**config.mk**
```make
export PLATFORM = sky130hd
export DESIGN_NAME = spmmio_rgb_led_ctrl
export DESIGN_NICKNAME = d
export VERILOG_FILES = /design/src/rtl/spmmio_rgb_led_ctrl.sv
export SDC_FILE = /design/constraint.sdc
export NUM_CORES = 1
export LEC_CHECK = 0
export BUFFER_PORTS_ARGS = -buffer_cell sky130_fd_sc_hd__buf_4
export CORE_MARGIN = 2
export CORE_UTILIZATION = 40
export CTS_CLUSTER_SIZE = 16
export DETAILED_ROUTE_END_ITERATION = 12
export PLACE_DENSITY_LB_ADDON = 0.2
export SLEW_MARGIN = 15
export SYNTH_ARGS = -nofsm -noshare
export SYNTH_HDL_FRONTEND = slang
export SYNTH_SLANG_ARGS = --single-unit
export TNS_END_PERCENT = 30
```
**constraint.sdc**
```tcl
create_clock -name clk -period 3.7 [get_ports clk]
set_input_delay 0.74 -clock clk [delete_from_list [all_inputs] [get_ports clk]]
set_output_delay 0.74 -clock clk [all_outputs]
set_load 0.1 [all_outputs]
```
**src/rtl/spmmio_rgb_led_ctrl.sv**
```systemverilog
// spmmio_rgb_led_ctrl: SPMMIO-mapped RGB LED controller.
// Activity flags are pulse-stretched, masked per LED and combined with a
// shared blink phase to choose each LED colour. LEDs with no active flag
// show the red/green status colour or black.
module spmmio_rgb_led_ctrl #(
    parameter int          NUM_LEDS     = 4,
    parameter int          NUM_FLAGS    = 4,
    parameter int          HOLD_BITS    = 20,
    parameter int unsigned HOLD_DEFAULT = 0,
    parameter logic [7:0]  STATUS_MASK  = 8'h03
) (
    input  logic                   clk,
    input  logic                   reset,
    input  logic [0:4]             adr,
    input  logic                   cs,
    input  logic [0:3]             sel,
    input  logic                   we,
    input  logic [0:31]            d,
    output logic [0:31]            q,
    input  logic [0:NUM_FLAGS-1]   flags,
    output logic [0:24*NUM_LEDS-1] led_rgb,
    output logic                   led_red,
    output logic                   led_green
);
    localparam logic [3:0] LED_CNT = 4'(NUM_LEDS);

    // Bus fields seen with LSB-0 numbering: d[31] is bit 0, lane 3 is bits 7:0.
    logic [4:0]  a;
    logic [31:0] dn;
    logic [31:0] bm;
    logic [31:0] qn;
    assign a  = adr;
    assign dn = d;
    assign bm = {{8{sel[0]}}, {8{sel[1]}}, {8{sel[2]}}, {8{sel[3]}}};
    assign q  = qn;

    logic wr, led_ok;
    logic wr_ctrl, wr_hold, wr_blink, wr_led, wr_mask;
    assign wr       = cs & we;
    assign led_ok   = ({1'b0, a[2:0]} < LED_CNT);
    assign wr_ctrl  = wr && (a == 5'h00);
    assign wr_hold  = wr && (a == 5'h01);
    assign wr_blink = wr && (a == 5'h02) && (sel[2] | sel[3]);
    assign wr_led   = wr && (a[4:3] == 2'b10) && led_ok;
    assign wr_mask  = wr && (a[4:3] == 2'b11) && led_ok;

    logic [1:0]           mode     [NUM_LEDS];
    logic [23:0]          value    [NUM_LEDS];
    logic [NUM_FLAGS-1:0] mask     [NUM_LEDS];
    logic [23:0]          led_next [NUM_LEDS];
    logic [HOLD_BITS-1:0] hold;
    logic [15:0]          blink;
    logic [15:0]          pcnt;
    logic                 phase;
    logic [NUM_FLAGS-1:0] flag_q;
    logic [NUM_FLAGS-1:0] stretched;
    logic [HOLD_BITS-1:0] cnt      [NUM_FLAGS];
    logic [23:0]          status;

    // Colour selection for one LED from its mode and current activity.
    function automatic logic [23:0] led_colour(input logic [1:0] m, input logic [23:0] v,
                                               input logic act, input logic ph,
                                               input logic [23:0] dflt);
        logic [23:0] c;
        case (m)
            2'b00:   c = act ? v : dflt;
            2'b01:   c = v;
            2'b10:   c = act ? (ph ? v : 24'h0) : dflt;
            default: c = dflt;
        endcase
        return c;
    endfunction

    // Software-visible configuration registers with per-lane write enables
    always_ff @(posedge clk) begin
        if (reset) begin
            led_red   <= 1'b0;
            led_green <= 1'b0;
            hold      <= HOLD_BITS'(HOLD_DEFAULT);
            blink     <= '0;
            for (int n = 0; n < NUM_LEDS; n++) begin
                mode[n]  <= '0;
                value[n] <= '0;
                mask[n]  <= '0;
            end
        end else begin
            if (wr_ctrl && sel[3]) begin
                led_red   <= dn[1];
                led_green <= dn[0];
            end
            if (wr_hold)
                hold <= HOLD_BITS'((32'(hold) & ~bm) | (dn & bm));
            if (wr_blink)
                blink <= 16'((32'(blink) & ~bm) | (dn & bm));
            for (int n = 0; n < NUM_LEDS; n++) begin
                if (wr_led && (a[2:0] == 3'(n))) begin
                    if (sel[0]) mode[n]         <= dn[31:30];
                    if (sel[1]) value[n][23:16] <= dn[23:16];
                    if (sel[2]) value[n][15:8]  <= dn[15:8];
                    if (sel[3]) value[n][7:0]   <= dn[7:0];
                end
                if (wr_mask && (a[2:0] == 3'(n)) && sel[3])
                    mask[n] <= dn[NUM_FLAGS-1:0];
            end
        end
    end

    // Shared blink prescaler; a BLINK write restarts the count but keeps the phase
    always_ff @(posedge clk) begin
        if (reset) begin
            pcnt  <= '0;
            phase <= 1'b1;
        end else if (wr_blink) begin
            pcnt <= '0;
        end else if (blink == 16'd0) begin
            pcnt  <= '0;
            phase <= 1'b1;
        end else if (pcnt >= blink - 16'd1) begin
            pcnt  <= '0;
            phase <= ~phase;
        end else begin
            pcnt <= pcnt + 16'd1;
        end
    end

    // Flag capture and pulse stretching; HOLD is sampled only when a count loads
    always_ff @(posedge clk) begin
        if (reset) begin
            flag_q <= '0;
            for (int j = 0; j < NUM_FLAGS; j++)
                cnt[j] <= '0;
        end else begin
            for (int j = 0; j < NUM_FLAGS; j++) begin
                flag_q[j] <= flags[j];
                if (flag_q[j])
                    cnt[j] <= hold;
                else if (cnt[j] != '0)
                    cnt[j] <= cnt[j] - HOLD_BITS'(1);
            end
        end
    end

    // Stretched flag view and next LED colours
    always_comb begin
        status = {{8{led_red}}, {8{led_green}}, 8'h00};
        for (int j = 0; j < NUM_FLAGS; j++)
            stretched[j] = flag_q[j] | (cnt[j] != '0);
        for (int n = 0; n < NUM_LEDS; n++)
            led_next[n] = led_colour(mode[n], value[n], |(mask[n] & stretched), phase,
                                     STATUS_MASK[n] ? status : 24'h0);
    end

    // LED outputs are registered one cycle behind the state they reflect
    always_ff @(posedge clk) begin
        if (reset)
            led_rgb <= '0;
        else
            for (int n = 0; n < NUM_LEDS; n++)
                led_rgb[24*n +: 24] <= led_next[n];
    end

    // Combinational read-back mux; unmapped addresses read zero
    always_comb begin
        qn = '0;
        if (a == 5'h00) begin
            for (int j = 0; j < NUM_FLAGS; j++)
                qn[31-j] = stretched[j];
            qn[23] = phase;
            qn[1]  = led_red;
            qn[0]  = led_green;
        end else if (a == 5'h01) begin
            qn = 32'(hold);
        end else if (a == 5'h02) begin
            qn[15:0] = blink;
        end else if (a[4:3] == 2'b10) begin
            for (int n = 0; n < NUM_LEDS; n++)
                if (a[2:0] == 3'(n)) begin
                    qn[31:30] = mode[n];
                    qn[23:0]  = value[n];
                end
        end else if (a[4:3] == 2'b11) begin
            for (int n = 0; n < NUM_LEDS; n++)
                if (a[2:0] == 3'(n))
                    qn[NUM_FLAGS-1:0] = mask[n];
        end
    end
endmodule
```
## Word-level counts from Yosys, hierarchy flattened

Memories as Yosys holds them, arrays and structs flattened.
Index checks and enable logic that the tools add are counted.

| word-level totals | value |
|---|---|
| word-level logic and storage cells | 285 |
| input bits | 49 |
| register bits | 155 |
| memories | 4 |
| output and inout bits | 130 |
| memory bits (writable) | 200 |

Memories:

| memory | depth | width | rd ports | clocked after memory_dff | write ports | line | RTL |
|---|---|---|---|---|---|---|---|
| value | 4 | 24 | 4 | 0 | 4 | 48 | `logic [23:0] value [NUM_LEDS];` |
| cnt | 4 | 20 | 4 | 0 | 4 | 57 | `logic [HOLD_BITS-1:0] cnt [NUM_FLAGS];` |
| mask | 4 | 4 | 4 | 0 | 4 | 49 | `logic [NUM_FLAGS-1:0] mask [NUM_LEDS];` |
| mode | 4 | 2 | 4 | 0 | 4 | 47 | `logic [1:0] mode [NUM_LEDS];` |

| cells by class | value |
|---|---|
| $lt $le $gt $ge | 2 |
| add/subtract/negate cells | 6 |
| reduce and logical (&&, ||, !) cells | 39 |
| equality and inequality tests | 15 |
| bitwise operators | 46 |
| muxes and demuxes | 165 |

Operators by type and width:

| kind | count |
|---|---|
| $mux 24 | 17 |
| $pmux 24 s3 | 4 |
| $mux 20 | 9 |
| $mux 8 | 13 |
| $mux 1 | 97 |
| $reduce_bool 20->1 | 4 |
| $sub 20x1->20 const B | 4 |
| $mux 4 | 11 |
| $and 20x20->20 | 2 |
| $or 1x1->1 | 33 |
| $mux 2 | 12 |
| $logic_and 1x1->1 | 21 |
| $mux 21 | 1 |
| $not 20->20 | 1 |
| $or 20x20->20 | 1 |
| $reduce_or 4->1 | 5 |
| $add 16x1->16 const B | 1 |
| $and 16x16->16 | 1 |
| $and 4x4->4 | 4 |
| $ge 16x16->1 | 1 |
| $logic_not 16->1 | 1 |
| $mux 16 | 1 |
| $or 16x16->16 | 1 |
| $sub 16x1->16 const B | 1 |
| 14 further kinds | 27 |

## Longest topological paths before layout

| depth | value |
|---|---|
| depth in word-level cells | 10 |
| mapped depth | 14 |
| gate-level depth less buffers | 13 |

## Worst setup path after synthesis

Ideal clock, no wire load.

| timing path | value |
|---|---|
| kind | input to output |
| start point | input adr[4] (netlist name) |
| end point | output q[29] (netlist name) |
| stages on the path | 7 |
| path slack | -1.150 ns |
| buffers on the path | 3 |
| arrival time | 4.110 ns |
| required time | 2.960 ns |
| path through | clkbuf_1 -> buf_1 -> clkbuf_1 -> mux2i_1 -> o22ai_1 -> a21oi_1 -> o21ai_0 |

| on the way | value |
|---|---|
| cells in the longest elaborated chain, start to end | 10 |
| elaborated cells on any way between the ends | 20 |
| classes of those cells | 5 x eq/ne; 13 x mux; 2 x reduce/logical |

RTL lines:

| item | line | RTL |
|---|---|---|
| start, declared | 14 | `input logic [0:4] adr,` |
| $logic_not 3->1 | 177, 183 |  |
| $mux 4 (4 in series) | 183 | `if (a[2:0] == 3'(n))` |
| $mux 4 | 181 | `end else if (a[4:3] == 2'b11) begin` |
| $mux 4 | 175 | `end else if (a[4:3] == 2'b10) begin` |
| $mux 16 | 173 | `end else if (a == 5'h02) begin` |
| $mux 24 | 171 | `end else if (a == 5'h01) begin` |
| $mux 21 * | 165 | `if (a == 5'h00) begin` |
| end, declared | 19 | `output logic [0:31] q,` |

Every way passes the cells marked *; elsewhere a longest branch is shown, timed or not.

==> summary by stage <==
Status
The flow ran to the end, and the final reports show no timing, DRC or antenna violations.

CTS
Buffers inserted during clock tree synthesis total 40. The number of buffers on the longest clock path is 3. The root buffer cell chosen for the clock tree is clkbuf_16. The depth of the CTS H-tree is 2. The source-to-sink clock delay at the later pin of the worst-skew pair is ~0.55 ns. In this run the post-CTS setup repair buffer count came out at 0. The post-cts hold buffer count is 0.

TritonCTS built the clock tree. Gates resized during post-CTS repair numbered 0. Clock-pin slew was measured on the worst setup and hold paths at around 0.060 ns. Clock tree synthesis found a total of ~360 sinks.

STA
Once routing completed, OpenROAD measured the worst setup slack at 0.2462 ns. The final count of pins violating max slew is 0. The worst-margin pin slew is roughly 0.95 ns. The count of endpoints failing setup in the final report is 0.

The final worst-path cycle share is between 90% and 100%. Setup repair after global routing left no endpoint under its margin. The post-route clock skew is between 0.01 and 0.015 ns. The headroom to the max-slew limit is between 30% and 40%. The routed design could run at a clock period as short as roughly 3.5 ns. The count of endpoints failing hold in the final timing report is 0. Timing would allow up to just under 0.3 GHz.

Critical path
The kind of end point of the critical path is a primary output. The arrival time of the worst setup path is approximately 2.7 ns. The critical path is of the flip-flop to primary output type.

Among all stages on the critical path, the largest delay is contributed by nor4_1. The worst setup path is launched from a flip-flop. The family with the most delay on the worst path is simple AND/OR/NAND/NOR gates.

The maximum fanout count along the critical path is 7. For this run, the slowest stage of the critical path takes between 0.5 and 0.6 ns. The number of buffers and inverters on the critical path is 1. The endpoint required time on the critical path is 2.96 ns. The signal on the critical path passes through nor4_1 > nand3_1 > nor3_1 > o21ai_2 > buf_4.

Synthesis
The synthesized netlist devotes 4.371% of its cell area to XOR and XNOR gates. During synthesis, Yosys emitted a total of 0 warnings. The area share of the largest cell type after synthesis is 35.68%. Summed over all instances, the cell type with the most area after synthesis is edfxtp_1. The average cell area after synthesis is slightly above 10 um^2.

The main flop type after synthesis is edfxtp_1. Yosys mapped the design onto 62 distinct sky130hd cell types. Counting flops with an async set or reset pin after synthesis yields a share of 0%. The multiplexer area fraction after synthesis is under 10%.

The share of the synthesized area in compound gates (AO/OA/AOI/OAI) is a little under an eighth. The cell area after technology mapping is around 0.017 mm^2. Synthesis produced a netlist whose cell count is 1657. The combinational family with the most area after synthesis is simple AND/OR/NAND/NOR gates.

After Yosys synthesis, full adders, half adders and majority gates account for under 10% of the synthesized area. The synthesized netlist devotes 22.54% of its cell area to simple gates. The number of synthesized flops with an enable pin is 200. The register area share after synthesis is a little over half. The post-synthesis register bit count is ~360. By area the synthesized netlist is led by edfxtp_1, dfxtp_1, and2_1.

Pwr
The total internal power is roughly 9 mW. The analysis attributes to net switching a power of 4.780 mW. Net switching is between 30% and 40% of the power. Of the total power, combinational logic draws 31.2%. The worst-case IR drop observed on VDD is 0.2939 mV. The areal power density over the cells is ~700 mW/mm^2.

The power share of the clock group is a little under a third. The sequential fraction of design power is between 30% and 40%. Summed over all cells, the static leakage comes to approximately 8.4 nW.

Layout
After the last flow step, the layout net total stands at approximately 1900. Leaving out fill and tap cells, the most frequent cell in the layout is buf_4. For this run, the number of standard cells in the final layout without fillers is approximately 2400.

Cells with a size suffix above 1 make up between 10% and 20% of the layout. The number of antenna diodes in the final layout is 0. The library cells used most frequently in the layout, excluding fill and tap cells, are buf_4, nor2_1, edfxtp_1, nand2_1, dfxtp_1. The area growth from synthesis to layout is 20.07%.

Die
The floorplan step defined a die boundary enclosing approximately 0.044 mm^2. The total area inside the core boundary comes to 0.04176 mm^2. The die width is between 200 and 250 um. In this run the count of I/O pins placed on the die edge is 179. From bottom edge to top edge, the die measures approximately 210 um. The total number of placement rows is 75. The starting density of the core is between 40% and 50%.

Drt
For this block, the via count after detailed routing is 13000. After detailed routing, the average wire length per cell comes to around 20 um. The total wirelength of the detailed-routed design is 49030 um.

The number of remaining DRC errors is 0. Dividing the detail-routed via count by the number of cells gives around 5.4. The count of nets left with antenna violations once routing finished came out at 0. The DRC marker count from the first detailed-route iteration is 1285. The number of iterations in the first detailed-routing pass is 6.

Global route
Summed over all layers, the global routing overflow is 0. The number of antenna violations at the first check in global routing is 1. Entering global routing, the biggest net connects 72 pins. For this run, the total global-route usage over all layers was measured as between 20% and 30%. The global-route wire length before repair is approximately 74000 um. The via count of the first global-routing pass is 12410.

Flow run
The max-capacitance violation count is 0.

Min path
The worst hold path class is input port to flip-flop.

Placed design
The wire-length estimate of the detail-placed layout is roughly 35000 um. After detailed placement, the design holds a cell count of between 2000 and 2500. The post-place setup slack is between 0.2 and 0.3 ns.

The weighted congestion reported at the end of routability-driven placement is between 0.9 and 1. The quantity of I/O buffers inserted on ports is ~170.
==> kinds of logic after synthesis <==
kind of cell | after synthesis
DFF | 355
and+or+nand+nor | 737
AOI/OAI and AO/OA | 304
adders and majority gates | 26
other | 1
buffers and inverters | 105
xor gates and xnor gates | 84
muxes | 45
==> layer usage <==
layer	up-vias	track usage (%)	share of wire, %
li1	6219	-	-
met1	6275	29.85	44
met2	402	35.07	46
met3	102	3.427	6.1
met4	2	9.236	3.8
met5	-	0	0.022
==> power by group through the flow <==
stage	clock network (mW)	logic, mW	registers [mW]
2_1_floorplan	0	2.84	5.75
3_3_place_gp	0	4.20	5.36
3_5_place_dp	0	4.25	5.38
4_1_cts	4.20	4.27	5.31
5_1_grt	4.34	4.73	5.40
6_report	4.13	4.28	5.32
==> layout make-up <==
class	count	area [um^2]
fill	3900	21550
sequential	355	9109
clock inverter	22	227.7
inverter	21	78.83
clock buffer	52	1160
timing repair buffer	213	1599
multi-input combinational	1200	7361
tap	539	674.4
==> worst paths after layout <==
check / depth (start not counted) / slack (ns) / start / endpoint
worst min register to register: 1 / 0.48 / value[0][0]$_SDFFCE_PN0P_ / led_rgb[23]$_SDFF_PP0_
worst max register to register: 14 / 0.36 / flip-flop / pcnt[11]$_SDFF_PP0_
worst max-delay path: 5 / 0.25 / cnt[1][4]$_SDFFCE_PN0P_ / q[1]
worst min-delay path: 2 / 0.41 / flags[0] / flag_q[0]$_SDFF_PP0_
==> metrics by stage <==
stage	hold slack (ns)	cell area (um^2)	util (%)	total power [mW]	setup TNS, ns
6_report	0.4112	20210	48.40	13.74	0
3_5_place_dp	0.4591	18810	45.04	9.629	0
2_1_floorplan	0.4387	16890	-	8.595	-3.939
3_3_place_gp	0.4529	18810	45.04	9.556	0
4_1_cts	0.3904	20200	48.36	13.78	0
5_1_grt	0.4232	20210	48.40	14.47	0
==> cells in the mapped netlist, types with 6 or more instances <==
cell and instances:
xnor2_1 48, and2_4 40, nand2b_1 6, a22oi_1 29
xor2_1 36, nor4_1 23, dfxtp_1 155, nor2b_1 9
inv_1 20, ha_1 26, o31ai_1 6, clkbuf_1 71
and2_1 143, o22ai_1 10, edfxtp_1 200, mux2i_1 41
a21oi_1 82, nand4_1 10, nor3_1 48, a211oi_1 12
o21ai_0 85, nand3_1 25, and3_1 7, nor2_1 207
a21o_1 40, nand2_1 170, a222oi_1 13, or3_1 7
or4_1 11
(Power assumes the default switching activity.)
